### src/rtl/inst_fetch.sv
// inst_fetch: instruction fetch stage, producer side of the IF->ID interface.
// Holds the PC, issues single-outstanding requests on the sram-like bus and
// presents (addr, inst, delayslot_flag) through a one-entry output register.
// Branch redirects follow MIPS delay-slot rules; flush (exception/ERET) wins.
// Build option INST_FETCH_SKID_EN: adds a skid buffer and HOLD state so a
// request may be issued while the output register is stalled.
module inst_fetch #(
  parameter logic [31:0] RESET_PC = 32'hBFC0_0000
) (
  input  logic        clk,
  input  logic        rst_n,
  input  logic        stall,
  input  logic        flush,
  input  logic [31:0] flush_pc,
  input  logic        branch_flag,
  input  logic [31:0] branch_addr,
  output logic        inst_req,
  output logic [31:0] inst_addr,
  input  logic        inst_addr_ok,
  input  logic        inst_data_ok,
  input  logic [31:0] inst_rdata,
  output logic        id_valid,
  output logic [31:0] id_addr,
  output logic [31:0] id_inst,
  output logic        id_delayslot_flag
);

  typedef enum logic [1:0] {
    S_REQ  = 2'd0,
    S_RESP = 2'd1
`ifdef INST_FETCH_SKID_EN
    , S_HOLD = 2'd2
`endif
  } state_e;

  state_e      state_q, state_d;
  logic [31:0] pc_q, pc_d;
  logic [31:0] req_addr_q, req_addr_d;
  logic        discard_q, discard_d;
  logic        redir_pend_q, redir_pend_d;
  logic [31:0] redir_pc_q, redir_pc_d;
  logic        ds_next_q, ds_next_d;
  logic        id_valid_q, id_valid_d;
  logic [31:0] id_addr_q, id_addr_d;
  logic [31:0] id_inst_q, id_inst_d;
  logic        id_ds_q, id_ds_d;
`ifdef INST_FETCH_SKID_EN
  logic [31:0] skid_inst_q, skid_inst_d;
  logic [31:0] skid_addr_q, skid_addr_d;
`endif

  logic        accept;
  logic        consume;
  logic        take;
  logic        load;
  logic [31:0] load_addr;
  logic [31:0] load_inst;

  assign inst_addr         = pc_q;
  assign id_valid          = id_valid_q;
  assign id_addr           = id_addr_q;
  assign id_inst           = id_inst_q;
  assign id_delayslot_flag = id_ds_q;

  // Request strobe: REQ state only; held low throughout reset.
  always_comb begin
    inst_req = 1'b0;
    if (rst_n && state_q == S_REQ) begin
`ifdef INST_FETCH_SKID_EN
      inst_req = 1'b1;
`else
      inst_req = !(id_valid_q && stall);
`endif
    end
  end

  // Next-state: bus FSM, output register, branch redirect, then flush override.
  always_comb begin
    state_d      = state_q;
    pc_d         = pc_q;
    req_addr_d   = req_addr_q;
    discard_d    = discard_q;
    redir_pend_d = redir_pend_q;
    redir_pc_d   = redir_pc_q;
    ds_next_d    = ds_next_q;
    id_valid_d   = id_valid_q;
    id_addr_d    = id_addr_q;
    id_inst_d    = id_inst_q;
    id_ds_d      = id_ds_q;
`ifdef INST_FETCH_SKID_EN
    skid_inst_d  = skid_inst_q;
    skid_addr_d  = skid_addr_q;
`endif
    accept    = inst_req && inst_addr_ok;
    consume   = id_valid_q && !stall;
    take      = consume && branch_flag;
    load      = 1'b0;
    load_addr = req_addr_q;
    load_inst = inst_rdata;

    case (state_q)
      S_REQ: begin
        if (accept) begin
          state_d    = S_RESP;
          req_addr_d = pc_q;
          if (redir_pend_q) begin
            pc_d         = redir_pc_q;
            redir_pend_d = 1'b0;
          end else begin
            pc_d = pc_q + 32'd4;
          end
        end
      end
      S_RESP: begin
        if (inst_data_ok) begin
          state_d = S_REQ;
          if (discard_q) begin
            discard_d = 1'b0;
          end else if (!id_valid_q || !stall) begin
            load = 1'b1;
          end else begin
`ifdef INST_FETCH_SKID_EN
            skid_inst_d = inst_rdata;
            skid_addr_d = req_addr_q;
            state_d     = S_HOLD;
`else
            load = 1'b1;
`endif
          end
        end
      end
`ifdef INST_FETCH_SKID_EN
      S_HOLD: begin
        if (!stall) begin
          load      = 1'b1;
          load_addr = skid_addr_q;
          load_inst = skid_inst_q;
          state_d   = S_REQ;
        end
      end
`endif
      default: state_d = S_REQ;
    endcase

    // A load on the branch's own consume cycle is already the delay slot.
    if (load) begin
      id_valid_d = 1'b1;
      id_addr_d  = load_addr;
      id_inst_d  = load_inst;
      id_ds_d    = ds_next_q | take;
      ds_next_d  = 1'b0;
    end else begin
      ds_next_d = ds_next_q | take;
      if (consume) begin
        id_valid_d = 1'b0;
        id_inst_d  = '0;
        id_ds_d    = 1'b0;
      end
    end

    // Delay slot not yet issued: defer the redirect until it is accepted.
    if (take) begin
      if (pc_q == id_addr_q + 32'd4 && !accept) begin
        redir_pend_d = 1'b1;
        redir_pc_d   = branch_addr;
      end else begin
        pc_d = branch_addr;
      end
    end

    if (flush) begin
      pc_d         = flush_pc;
      id_valid_d   = 1'b0;
      id_inst_d    = '0;
      id_ds_d      = 1'b0;
      redir_pend_d = 1'b0;
      ds_next_d    = 1'b0;
      discard_d    = 1'b0;
      state_d      = S_REQ;
`ifdef INST_FETCH_SKID_EN
      skid_inst_d  = '0;
      skid_addr_d  = '0;
`endif
      if (state_q == S_RESP && !inst_data_ok) begin
        state_d   = S_RESP;
        discard_d = 1'b1;
      end else if (state_q == S_REQ && accept) begin
        state_d   = S_RESP;
        discard_d = 1'b1;
      end
    end
  end

  // State registers with asynchronous active-low reset.
  always_ff @(posedge clk or negedge rst_n) begin
    if (!rst_n) begin
      state_q      <= S_REQ;
      pc_q         <= RESET_PC;
      req_addr_q   <= '0;
      discard_q    <= 1'b0;
      redir_pend_q <= 1'b0;
      redir_pc_q   <= '0;
      ds_next_q    <= 1'b0;
      id_valid_q   <= 1'b0;
      id_addr_q    <= '0;
      id_inst_q    <= '0;
      id_ds_q      <= 1'b0;
`ifdef INST_FETCH_SKID_EN
      skid_inst_q  <= '0;
      skid_addr_q  <= '0;
`endif
    end else begin
      state_q      <= state_d;
      pc_q         <= pc_d;
      req_addr_q   <= req_addr_d;
      discard_q    <= discard_d;
      redir_pend_q <= redir_pend_d;
      redir_pc_q   <= redir_pc_d;
      ds_next_q    <= ds_next_d;
      id_valid_q   <= id_valid_d;
      id_addr_q    <= id_addr_d;
      id_inst_q    <= id_inst_d;
      id_ds_q      <= id_ds_d;
`ifdef INST_FETCH_SKID_EN
      skid_inst_q  <= skid_inst_d;
      skid_addr_q  <= skid_addr_d;
`endif
    end
  end

endmodule
### config.mk
export PLATFORM = sky130hd
export DESIGN_NAME = inst_fetch
export DESIGN_NICKNAME = d
export VERILOG_FILES = /design/src/rtl/inst_fetch.sv
export SDC_FILE = /design/constraint.sdc
export NUM_CORES = 1
export LEC_CHECK = 0
export CORE_AREA = 5 5 140 142
export CTS_CLUSTER_SIZE = 30
export DETAILED_ROUTE_END_ITERATION = 10
export DIE_AREA = 0 0 145 147
export PLACE_DENSITY = 0.81
export SYNTH_ARGS = -nofsm -noshare
export SYNTH_HDL_FRONTEND = slang
export SYNTH_SLANG_ARGS = --single-unit
### constraint.sdc
create_clock -name clk -period 7.7 [get_ports clk]
set_clock_uncertainty 0.1 [all_clocks]
set_input_delay 1.54 -clock clk [delete_from_list [all_inputs] [get_ports clk]]
set_output_delay 1.54 -clock clk [all_outputs]
set_load 0.005 [all_outputs]
; ---- Yosys cells after proc, flatten, opt, wreduce, memory -nomap -nowiden
; Index checks and enable logic that the tools add are counted.
[word_totals]
ram_bits = 0
memories = 0
ff_bits = 167
out_inout_bits = 99
mem_bits_ro = 0
latchBits = 0
wordCells = 74
input_bits = 103
[classes]
addsub = 2
n_shift = 0
mul = 0
bitwise = 1
div_mod_pow = 0
n_lt_le_gt_ge = 0
n_reduce_logical = 20
muxes = 36
n_eq_ne = 4
[ops]
columns = op, n
row1 = two-way mux 32 bit, 9
row2 = "adder 32 x 3 -> 32 bit, second input constant", 2
row3 = equality test 32 bit, 1
row4 = two-way mux 1 bit, 23
row5 = logical AND 1 bit, 8
row6 = AND reduction 2 bit, 4
row7 = two-way mux 2 bit, 3
row8 = "inequality test 3 bit, second input constant", 2
row9 = zero test 1 bit, 4
row10 = case mux 2 bit (2 select lines), 1
row11 = nonzero test 2 bit, 2
row12 = nonzero test 3 bit, 1
row13 = "equality test 2 x 1 -> 1 bit, second input constant", 1
row14 = zero test 2 bit, 1
row15 = bitwise OR 1 bit, 1

; ---- Logic depth before layout (Yosys ltp)
[depth]
depth_word = 9
ltp_mapped = 13
mapped_depth_nobuf = 9

; ---- Worst setup path after synthesis
; OpenSTA, ideal clock, no wires.
[synth_timing]
kind = input to register
startpoint = in stall
endpoint = reg redir_pc_q[20]
slack_ns = 3.986
stages = 9
arrival_ns = 3.489
path_cell_list = nand2_1 -> nand4_1 -> nand4_1 -> nor4b_1 -> o2111ai_1 -> a2111oi_0 -> nand4_1 -> clkbuf_1 -> mux2_2
[synth_between]
elab_chain_len = 7
[synth_rtl]
columns = item, line_no
row1 = "start, declared", 12  ; input logic stall,
row2 = logical AND 1 bit, 72  ; inst_req = !(id_valid_q && stall);
row3 = zero test 1 bit, 72
row4 = two-way mux 1 bit, 68  ; if (rst_n && state_q == S_REQ) begin
row5 = logical AND 1 bit, 94  ; accept = inst_req && inst_addr_ok;
row6 = zero test 1 bit, 163  ; if (pc_q == id_addr_q + 32'd4 && !accept) begin
row7 = logical AND 1 bit, 163
row8 = AND reduction 2 bit (no source line) (*), --
row9 = "end signal, assigned", 218  ; redir_pc_q <= redir_pc_d;
row10 = "end, declared", 41  ; logic [31:0] redir_pc_q, redir_pc_d;
; Mark *: on every way between the ends. The rest lies on a longest branch, timed or not.
; A chain may end at the register's enable or synchronous reset.

; ---- Worst setup path after layout
[layout_timing]
startpoint = in rst_n
endpoint = out inst_req
[layout_between]
elab_chain_len = 2
[layout_rtl]
columns = item, line_no
row1 = "start, declared", 11  ; input logic rst_n,
row2 = logical AND 1 bit, 68
row3 = two-way mux 1 bit, 68
row4 = "end, declared", 17  ; output logic inst_req,
; No other way between the ends.

==> summary.txt <==
Floorplanning
  • Core area: 18,300 um2
  • Number of top-level pins: 202
  • DIE WIDTH: 145 um
  • Die height: 147 um
  • Floorplan row count: 50
  • Full die area: 21,300 um2
  • Starting Density: 50.5%

Synthesis
  • Post-synth EDFFs: 0
  • Yosys top cell by area: dfrtp_1
  • Mux cell area share after synthesis: 4.58%
  • Synth Instances: 1,034
  • Main synth FF type: dfrtp_1
  • Top post-synthesis cells by count: nand2_1 (200), dfrtp_1 (157), clkbuf_1 (70), o21ai_0 (54), nor2_1 (42)
  • Post-Synth Adder-Cell Area: 0.270%
  • Largest cells by area after synthesis: dfrtp_1 (42%), nand2_1 (8.1%), mux2_2 (4.3%)
  • Count leader, synth: nand2_1
  • Ys async rst share: 100%
  • Post-Synth Simple-Gate Area: 21.4%
  • Share of the synthesized area in the top cell type: 42.5%
  • Post-synthesis register bit count: 166
  • Compound-Gate Fraction of Synth Area: 20.1%
  • Syn nets: 1,139
  • Mapped Avg Cell Area: 8.95 um2
  • Synth Cell Area: 9250 um2
  • XOR/XNOR share of the synthesized area: 3.50%
  • Post-synthesis cell type count: 64
  • Syn. warnings: 0
  • Largest family of logic cells by synthesized area: simple AND/OR/NAND/NOR gates
  • Sequential area share after synthesis: 45.0%

Clocking
  • Clock Sink Count: 166
  • Num CTS Buffers: 17
  • Root Buffer: clkbuf_16
  • Bufs on Longest Clock Path: 2
  • H-tree depth: 4
  • Post-CTS Repair Setup Buffers: 0
  • # hold bufs at CTS: 0
  • Worst-path clk slew: 0.06 ns
  • CTS-repair resized insts: 0
  • CTS tree: yes
  • Skew-Pair Late Insertion Delay: 0.44 ns

Setup path
  • Slowest CP cell: buf_6
  • Crit-path cells: buf_6 -> and3_1 -> clkdlybuf4s50_1
  • CP max stage delay: 0.58 ns
  • Worst endpoint required time: 6.06 ns
  • FF-to-FF End: inst_addr[9]
  • CP Class: in -> out
  • Worst Path Arrival: 2.94 ns
  • Reg2reg start: id_addr[2]
  • Flop-to-flop setup slack: 3.24 ns
  • FF-to-FF path depth: 10
  • CP Capture Type: output pin
  • Critical Path Start Type: input pin
  • CP max FO: 90
  • Critical Path End: inst_req
  • Beginning of the critical path: rst_n

Worst hold path
  • Min-delay worst type: reg -> reg

GRT
  • Layer with the highest usage: met2
  • Vias in the first global route: 8,896
  • Met2 Use GR: 44.4%
  • First-pass GRT wire length: 48.4 mm
  • Total GRT Usage: 27.9%
  • Largest net degree at the start of global routing: 91
  • Met1 Track Usage GR: 36.5%
  • Gr ovfl total: 0
  • Initial antenna violation count: 0
  • Met3 Usage GRT: 8.67%

Routing
  • Post-Route WL: 30.2 mm
  • Via/cell ratio: 6.39
  • DRC errors left: 0
  • Routed len/inst: 21.2 um
  • Antenna-violating nets left: 0
  • DR vias: 9,086
  • TritonRoute pass-1 iters: 7
  • 1st-iter DRT viols: 1,018

Cells and area
  • Nets@finish: 1,279
  • Filler cell count: 1,504
  • Antenna fix cells: 0
  • Area Growth Syn to Fin: 28.0%
  • Fin cells: 1,421
  • Register area: 4170 um2
  • Area of the multi-input gates: 4650 um2
  • Layout cell share with drive strength beyond 1: 8.68%

Pwr
  • VDD IR max: 190 uV
  • Pleak: 4.89 nW
  • PwrDens: 236 nW/um2

Run status
  • Status: complete, no violations

Timing
  • Final Hold Fails: 0
  • Final setup TNS: 0 ns
  • Min Hold Slack: 0.364 ns
  • Max_slew headroom: 15.6%
  • Final setup vio count: 0
  • Max-slew violation count: 0
  • Fin crit share: 59.5%
  • Fmax: 218 MHz
  • RSZ-0062 raised after global routing: no
  • Measured slew at the worst slew-check pin: 1.25 ns
  • Final min period: 4.58 ns

Placement
  • Routability cong.: 0.961
  • Placed cell count: 1,389
  • Final HPWL DP: 20.9 mm
  • Count of buffers from port buffering: 201

Flow run
  • MaxCap Viol Count: 0
power by group:
| part | internal (W) | total, W | switching [W] |
|---|---|---|---|
| registers | 0.00101 | 0.00123 | 0.000222 |
| clock network | 0.000453 | 0.000838 | 0.000385 |
| logic | 0.000392 | 0.000730 | 0.000338 |
| total | 0.00185 | 0.00280 | 0.000945 |
routing by layer:
metal  part of all wire, %  routed length, um
met1                    39              11700
met2                    47              14100
met3                    12               3480
met4                   2.8                837
met5                     0                  0
layout by cell type (no fill, tap or decap), types with 13 or more instances in the layout:
master,count
nand2_1,200
clkdlybuf4s50_1,199
dfrtp_1,157
o21ai_0,54
nor2_1,40
a21oi_1,40
mux2_2,35
a22o_1,33
nor3_1,32
o22ai_1,29
nand3_1,28
xnor2_1,25
nor4_1,23
a2111oi_0,22
inv_1,20
a211oi_1,19
nand4_1,18
clkbuf_16,17
and3_1,13
final cells by class:
type / instances / area share, %
multi-input cells: 756 / 39.2
well taps: 234 / 2.47
inverters: 20 / 0.634
clock buffers: 18 / 3.62
repair buffers: 213 / 17.7
flip-flops and latches: 166 / 35.2
clock inverters: 14 / 1.16
sequential cells by signal (all words and copies together) (netlist names):
| signal | cells |
|---|---|
| discard_q | 1 |
| ds_next_q | 1 |
| id_addr | 32 |
| id_delayslot_flag | 1 |
| id_inst | 32 |
| id_valid | 1 |
| inst_addr | 32 |
| load_addr | 32 |
| redir_pc_q | 32 |
| redir_pend_q | 1 |
| state_q | 1 |
through the flow:
step	util (%)	power [W]	setup WS [ns]	instance area, um2
after CTS	64.6	0.00279	3.06	11800
after detailed placement	61.5	0.00196	2.88	11300
after floorplan	-	0.00156	3.99	9250
after global placement	61.5	0.00194	2.93	11300
after global routing	64.6	0.00293	2.94	11800
final	64.6	0.00280	3.12	11800
worst max-delay path, delay by kind of cell:
family,cells,cell delay [ns]
AND/OR/NAND/NOR,1,0.28
buffers and inverters,2,1.08
cells by family after synthesis:
| family | count (synthesis) |
|---|---|
| buf+inv | 112 |
| mux | 38 |
| flops | 166 |
| compound gates | 268 |
| xor+xnor | 37 |
| fa+ha+maj | 2 |
| simple gates | 411 |
worst min path at each step:
stage                  startpoint     endpoint  slack (ns)  depth (start not counted)
floorplan            load_addr[0]   id_addr[0]        0.34                          2
global placement    load_addr[24]  id_addr[24]        0.35                          2
detailed placement  load_addr[23]  id_addr[23]        0.35                          2
CTS                 load_addr[23]  id_addr[23]        0.36                          2
global route        load_addr[21]  id_addr[21]        0.37                          2
finish              load_addr[23]  id_addr[23]        0.36                          2
Power figures use the tool's default switching activity.
==> variant 1 (same flow settings) <==
Take the reset off `req_addr_q` and load it in a clocked block of its own.
--- a/src/rtl/inst_fetch.sv
+++ b/src/rtl/inst_fetch.sv
@@ -196,7 +196,6 @@
     if (!rst_n) begin
       state_q      <= S_REQ;
       pc_q         <= RESET_PC;
-      req_addr_q   <= '0;
       discard_q    <= 1'b0;
       redir_pend_q <= 1'b0;
       redir_pc_q   <= '0;
@@ -212,7 +211,6 @@
     end else begin
       state_q      <= state_d;
       pc_q         <= pc_d;
-      req_addr_q   <= req_addr_d;
       discard_q    <= discard_d;
       redir_pend_q <= redir_pend_d;
       redir_pc_q   <= redir_pc_d;
@@ -228,4 +226,8 @@
     end
   end
 
+  always_ff @(posedge clk) begin
+    req_addr_q <= req_addr_d;
+  end
+
 endmodule
Function: same outputs for any inputs over 4 cycles, from zero or initial values and one cycle with rst_n low; that may be too few to reach the edited logic, so the function may still have changed.
==> variant 1 against the unedited design <==
  * Routed wire length fell by 5.6%
  * Sequential share of layout area rose by 1.5 points
  * Global-route usage fell by 1.8 points
  * Die area did not move
  * Largest power group unchanged
  * Critical path depth rose by 10
  * Sequential cell count did not move
  * Critical path type is now in -> reg
  * Maximum frequency fell by 11%
  * Sequential power fell by 3%
  * Critical endpoint is now inst_addr[5]
  * Power fell by 2.0%
  * Largest cell class unchanged
  * Synthesized area fell by 1.6%
  * Cell area fell by 0.31%
  * Worst setup slack got worse by 540 ps
==> variant 1: results (changes against the unedited design) <==
[metrics] top cells by area, synth: sky130_fd_sc_hd__dfrtp_1 (34%), sky130_fd_sc_hd__edfxtp_1 (11%), sky130_fd_sc_hd__nand2_1 (5.8%) (was sky130_fd_sc_hd__dfrtp_1 (42%), sky130_fd_sc_hd__nand2_1 (8.1%), sky130_fd_sc_hd__mux2_2 (4.3%))
[metrics] maximum number of pins on one net before global-route repair: 88 (was 91)
[metrics] largest stage delay on the critical path: 640 ps (was 580 ps)
[metrics] depth of the worst register-to-register path: 8 (was 10)
[metrics] worst setup path end: inst_addr[5] (was inst_req)
[metrics] DP Wirelength: 19.38 mm (was 20.86 mm)
[metrics] vias in the first global route: 8,348 (was 8,896)
[metrics] Routed WL: 28.47 mm (was 30.17 mm)
[metrics] routed via count: 8,469 (was 9,086)
[metrics] First-pass DRT Iterations: 5 (was 7)
[metrics] ratio of cells with drive above 1 in the final layout: 9.636% (was 8.677%)
[metrics] number of nets in the layout: 1,192 (was 1,279)
[metrics] Seq/total area: 36.63% (was 35.16%)
[metrics] Clock-cell share: 5.107% (was 4.785%)
[metrics] top cells by count, synth: sky130_fd_sc_hd__nand2_1 (140), sky130_fd_sc_hd__dfrtp_1 (125), sky130_fd_sc_hd__nor2_1 (56) (was sky130_fd_sc_hd__nand2_1 (200), sky130_fd_sc_hd__dfrtp_1 (157), sky130_fd_sc_hd__clkbuf_1 (70))
[metrics] Post-synth ARST share: 80.72% (was 100.0%)
[metrics] average size of a mapped cell: 9.823 um^2 (was 8.950 um^2)
[metrics] worst hold margin: 335.6 ps (was 364.2 ps)
[metrics] utilization after layout: 64.42% (was 64.62%)
[metrics] outcome: completed (unchanged)
[metrics] weighted congestion at the end of routability-driven global placement: 0.8764 (was 0.9613)
[metrics] worst-path fanout max: 36 (was 90)
[metrics] number of buffers other than clock buffers in the final layout: 212 (was 213)
[metrics] filler instances: 1,488 (was 1,504)
[metrics] cell family with the largest share of critical-path delay: simple AND/OR/NAND/NOR gates (was buffers and inverters)
[metrics] Signal inverters: 14 (was 20)
[metrics] ratio of routed vias to standard cells: 6.349 (was 6.394)
[metrics] multi-input gate share of total cell area: 37.64% (was 39.23%)
[metrics] endpoint arrival time on the critical path: 5310 ps (was 2940 ps)
## variant 1: per-layer routing
metal	vias to the layer above	GRT usage, %	routed length (um)
li1	3821	-	-
met3	78	5.521	2821
met2	503	41.03	13330
met4	0	12.15	1092
met1	4067	34.96	11230
met5	-	0	0
## variant 1: cells by family (layout without fill, tap and decap cells)
logic type               Yosys count  count (layout)  share of synthesized area, %
flip-flops                       166             166                         47.50
multiplexers                      35              35                         5.510
XOR/XNOR                          34              34                         3.270
buffers and inverters             85             258                         4.012
AO/OA/AOI/OAI                    252             252                         19.59
AND/OR/NAND/NOR                  353             353                         19.84
adder cells (fa/ha/maj)            2               2                        0.2748
## variant 1: power by group through the flow
stage | combinational [mW] | clock (mW) | sequential (mW)
after detailed placement | 0.663 | 0 | 1.20
final | 0.669 | 0.881 | 1.19
after floorplan | 0.361 | 0 | 1.13
after global routing | 0.729 | 0.931 | 1.21
after global placement | 0.646 | 0 | 1.20
after CTS | 0.668 | 0.888 | 1.19
==> variant 2 (same settings) <==
Without the edit above. Build with the macro `INST_FETCH_SKID_EN` defined.
--- a/src/rtl/inst_fetch.sv
+++ b/src/rtl/inst_fetch.sv
@@ -4,6 +4,8 @@
 // Branch redirects follow MIPS delay-slot rules; flush (exception/ERET) wins.
 // Build option INST_FETCH_SKID_EN: adds a skid buffer and HOLD state so a
 // request may be issued while the output register is stalled.
+`define INST_FETCH_SKID_EN
+
 module inst_fetch #(
   parameter logic [31:0] RESET_PC = 32'hBFC0_0000
 ) (
Check against the original RTL: not equivalent (Yosys sat finds a counterexample within 4 cycles, from zero or initial values and one cycle with rst_n low).
==> variant 2 against the unedited design <==
  * Non-clock buffer count rose by 5
  * Critical path type is now in -> reg
  * Synthesized area rose by 36%
  * Largest cell class unchanged
  * Routed wire length rose by 26%
  * Combinational power rose by 5.6%
  * Highest routed layer unchanged
  * Sequential share of layout area rose by 2.5 points
  * First-iteration DRC count rose by 31%
  * Power rose by 27%
  * Sequential cell count rose by 65
  * Via count rose by 30%
  * Cell area rose by 30%
  * Worst setup slack got worse by 120 ps
==> variant 2: results (changes against the unedited design) <==
[metrics] placed cell areas: 14,570 um^2 (was 11,280 um^2)
[metrics] clk_lat worst skew: 520 ps (was 440 ps)
[metrics] wire length of the first global-routing pass: 61.81 mm (was 48.43 mm)
[metrics] ratio of cells with drive above 1 in the final layout: 8.065% (was 8.677%)
[metrics] endpoint arrival time on the critical path: 5010 ps (was 2940 ps)
[metrics] Pleak: 6.734 nW (was 4.887 nW)
[metrics] deepest level of the CTS H-tree: 1 (was 4)
[metrics] first-iteration detailed-routing DRC count: 1,337 (was 1,018)
[metrics] outcome: completed (unchanged)
[metrics] total global-route track usage: 35.05% (was 27.94%)
[metrics] ratio of routed vias to standard cells: 6.637 (was 6.394)
[metrics] Net Count, Synth: 1,510 (was 1,139)
[metrics] filler-free cell count of the finished design: 1,784 (was 1,421)
[metrics] adder-cell share of the synthesized area: 0.4973% (was 0.2704%)
[metrics] number of buffers created by CTS: 25 (was 17)
[metrics] largest stage delay on the critical path: 880 ps (was 580 ps)
[metrics] share of cell area taken by muxes after synthesis: 9.140% (was 4.584%)
[metrics] instance count of the mapped netlist: 1,402 (was 1,034)
[metrics] sequential share of the synthesized area: 46.04% (was 45.01%)
[metrics] First-pass DRT Iterations: 8 (was 7)
[metrics] worst reg2reg setup slack: 3710 ps (was 3240 ps)
[metrics] maximum number of pins on one net before global-route repair: 92 (was 91)
[metrics] vias in the first global route: 11,910 (was 8,896)
[metrics] Routed WL: 38.14 mm (was 30.17 mm)
[metrics] filler instances: 1,120 (was 1,504)
[metrics] weighted congestion at the end of routability-driven global placement: 0.9239 (was 0.9613)
[metrics] top cell type's share of synthesized area: 44.16% (was 42.46%)
[metrics] number of nets in the layout: 1,641 (was 1,279)
[metrics] post-synthesis xor/xnor area fraction: 2.437% (was 3.502%)
[metrics] count of unique library cells instantiated by Yosys: 72 (was 64)
[metrics] maximum ir drop on the vdd rail: 0.2516 mV (was 0.1897 mV)
[metrics] top cells by area, synth: sky130_fd_sc_hd__dfrtp_1 (44%), sky130_fd_sc_hd__nand2_1 (9.8%), sky130_fd_sc_hd__mux2i_1 (5.4%) (was sky130_fd_sc_hd__dfrtp_1 (42%), sky130_fd_sc_hd__nand2_1 (8.1%), sky130_fd_sc_hd__mux2_2 (4.3%))
-- variant 2: changes by cell type in the layout (fill, tap and decap cells not counted), sizes merged, moves of 12 or more --
| cell | before | now |
|---|---|---|
| o21ai | 54 | 99 |
| inv | 27 | 15 |
| nand2 | 201 | 330 |
| dfrtp | 157 | 222 |
| a21oi | 40 | 117 |
| mux2i | 3 | 68 |
| a22o | 33 | 0 |
| clkbuf | 18 | 38 |
-- variant 2: worst min-delay path by stage --
stage / startpoint / end / slack [ps] / cells past startpoint
global route: id_inst[23] / id_inst[23] / 400 / 2
CTS: id_inst[19] / id_inst[19] / 380 / 2
floorplan: discard_q / discard_q / 360 / 2
detailed placement: id_inst[19] / id_inst[19] / 370 / 2
global placement: id_inst[23] / id_inst[23] / 360 / 2
finish: id_inst[19] / id_inst[19] / 380 / 2
-- variant 2: power breakdown --
part           internal (mW)  total [mW]  switching, mW
sequential              1.36        1.60          0.244
combinational          0.394       0.771          0.377
clock                  0.698        1.19          0.493
total                   2.45        3.56           1.11
-- variant 2: layer usage --
metal / track usage [%] / vias up / wire (um)
li1: - / 5269 / -
met1: 45.42 / 5737 / 14370
met2: 56.41 / 706 / 18250
met3: 8.081 / 128 / 3800
met4: 16.24 / 0 / 1719
met5: 0 / - / 0
-- variant 2: critical path: cells and delay by family --
kind            cells  cell delay [ps]
mux                 1              430
compound gates      1              150
buf+inv             3             1210
simple gates        5             1530
-- variant 2: area by class of cell --
class	instances	share of cell area, %
clock inverter	6	0.4070
inverter	15	0.3663
tap	234	1.905
clock buffer	38	4.843
multi-input combinational	1042	40.87
timing repair buffer	218	13.93
sequential	231	37.68
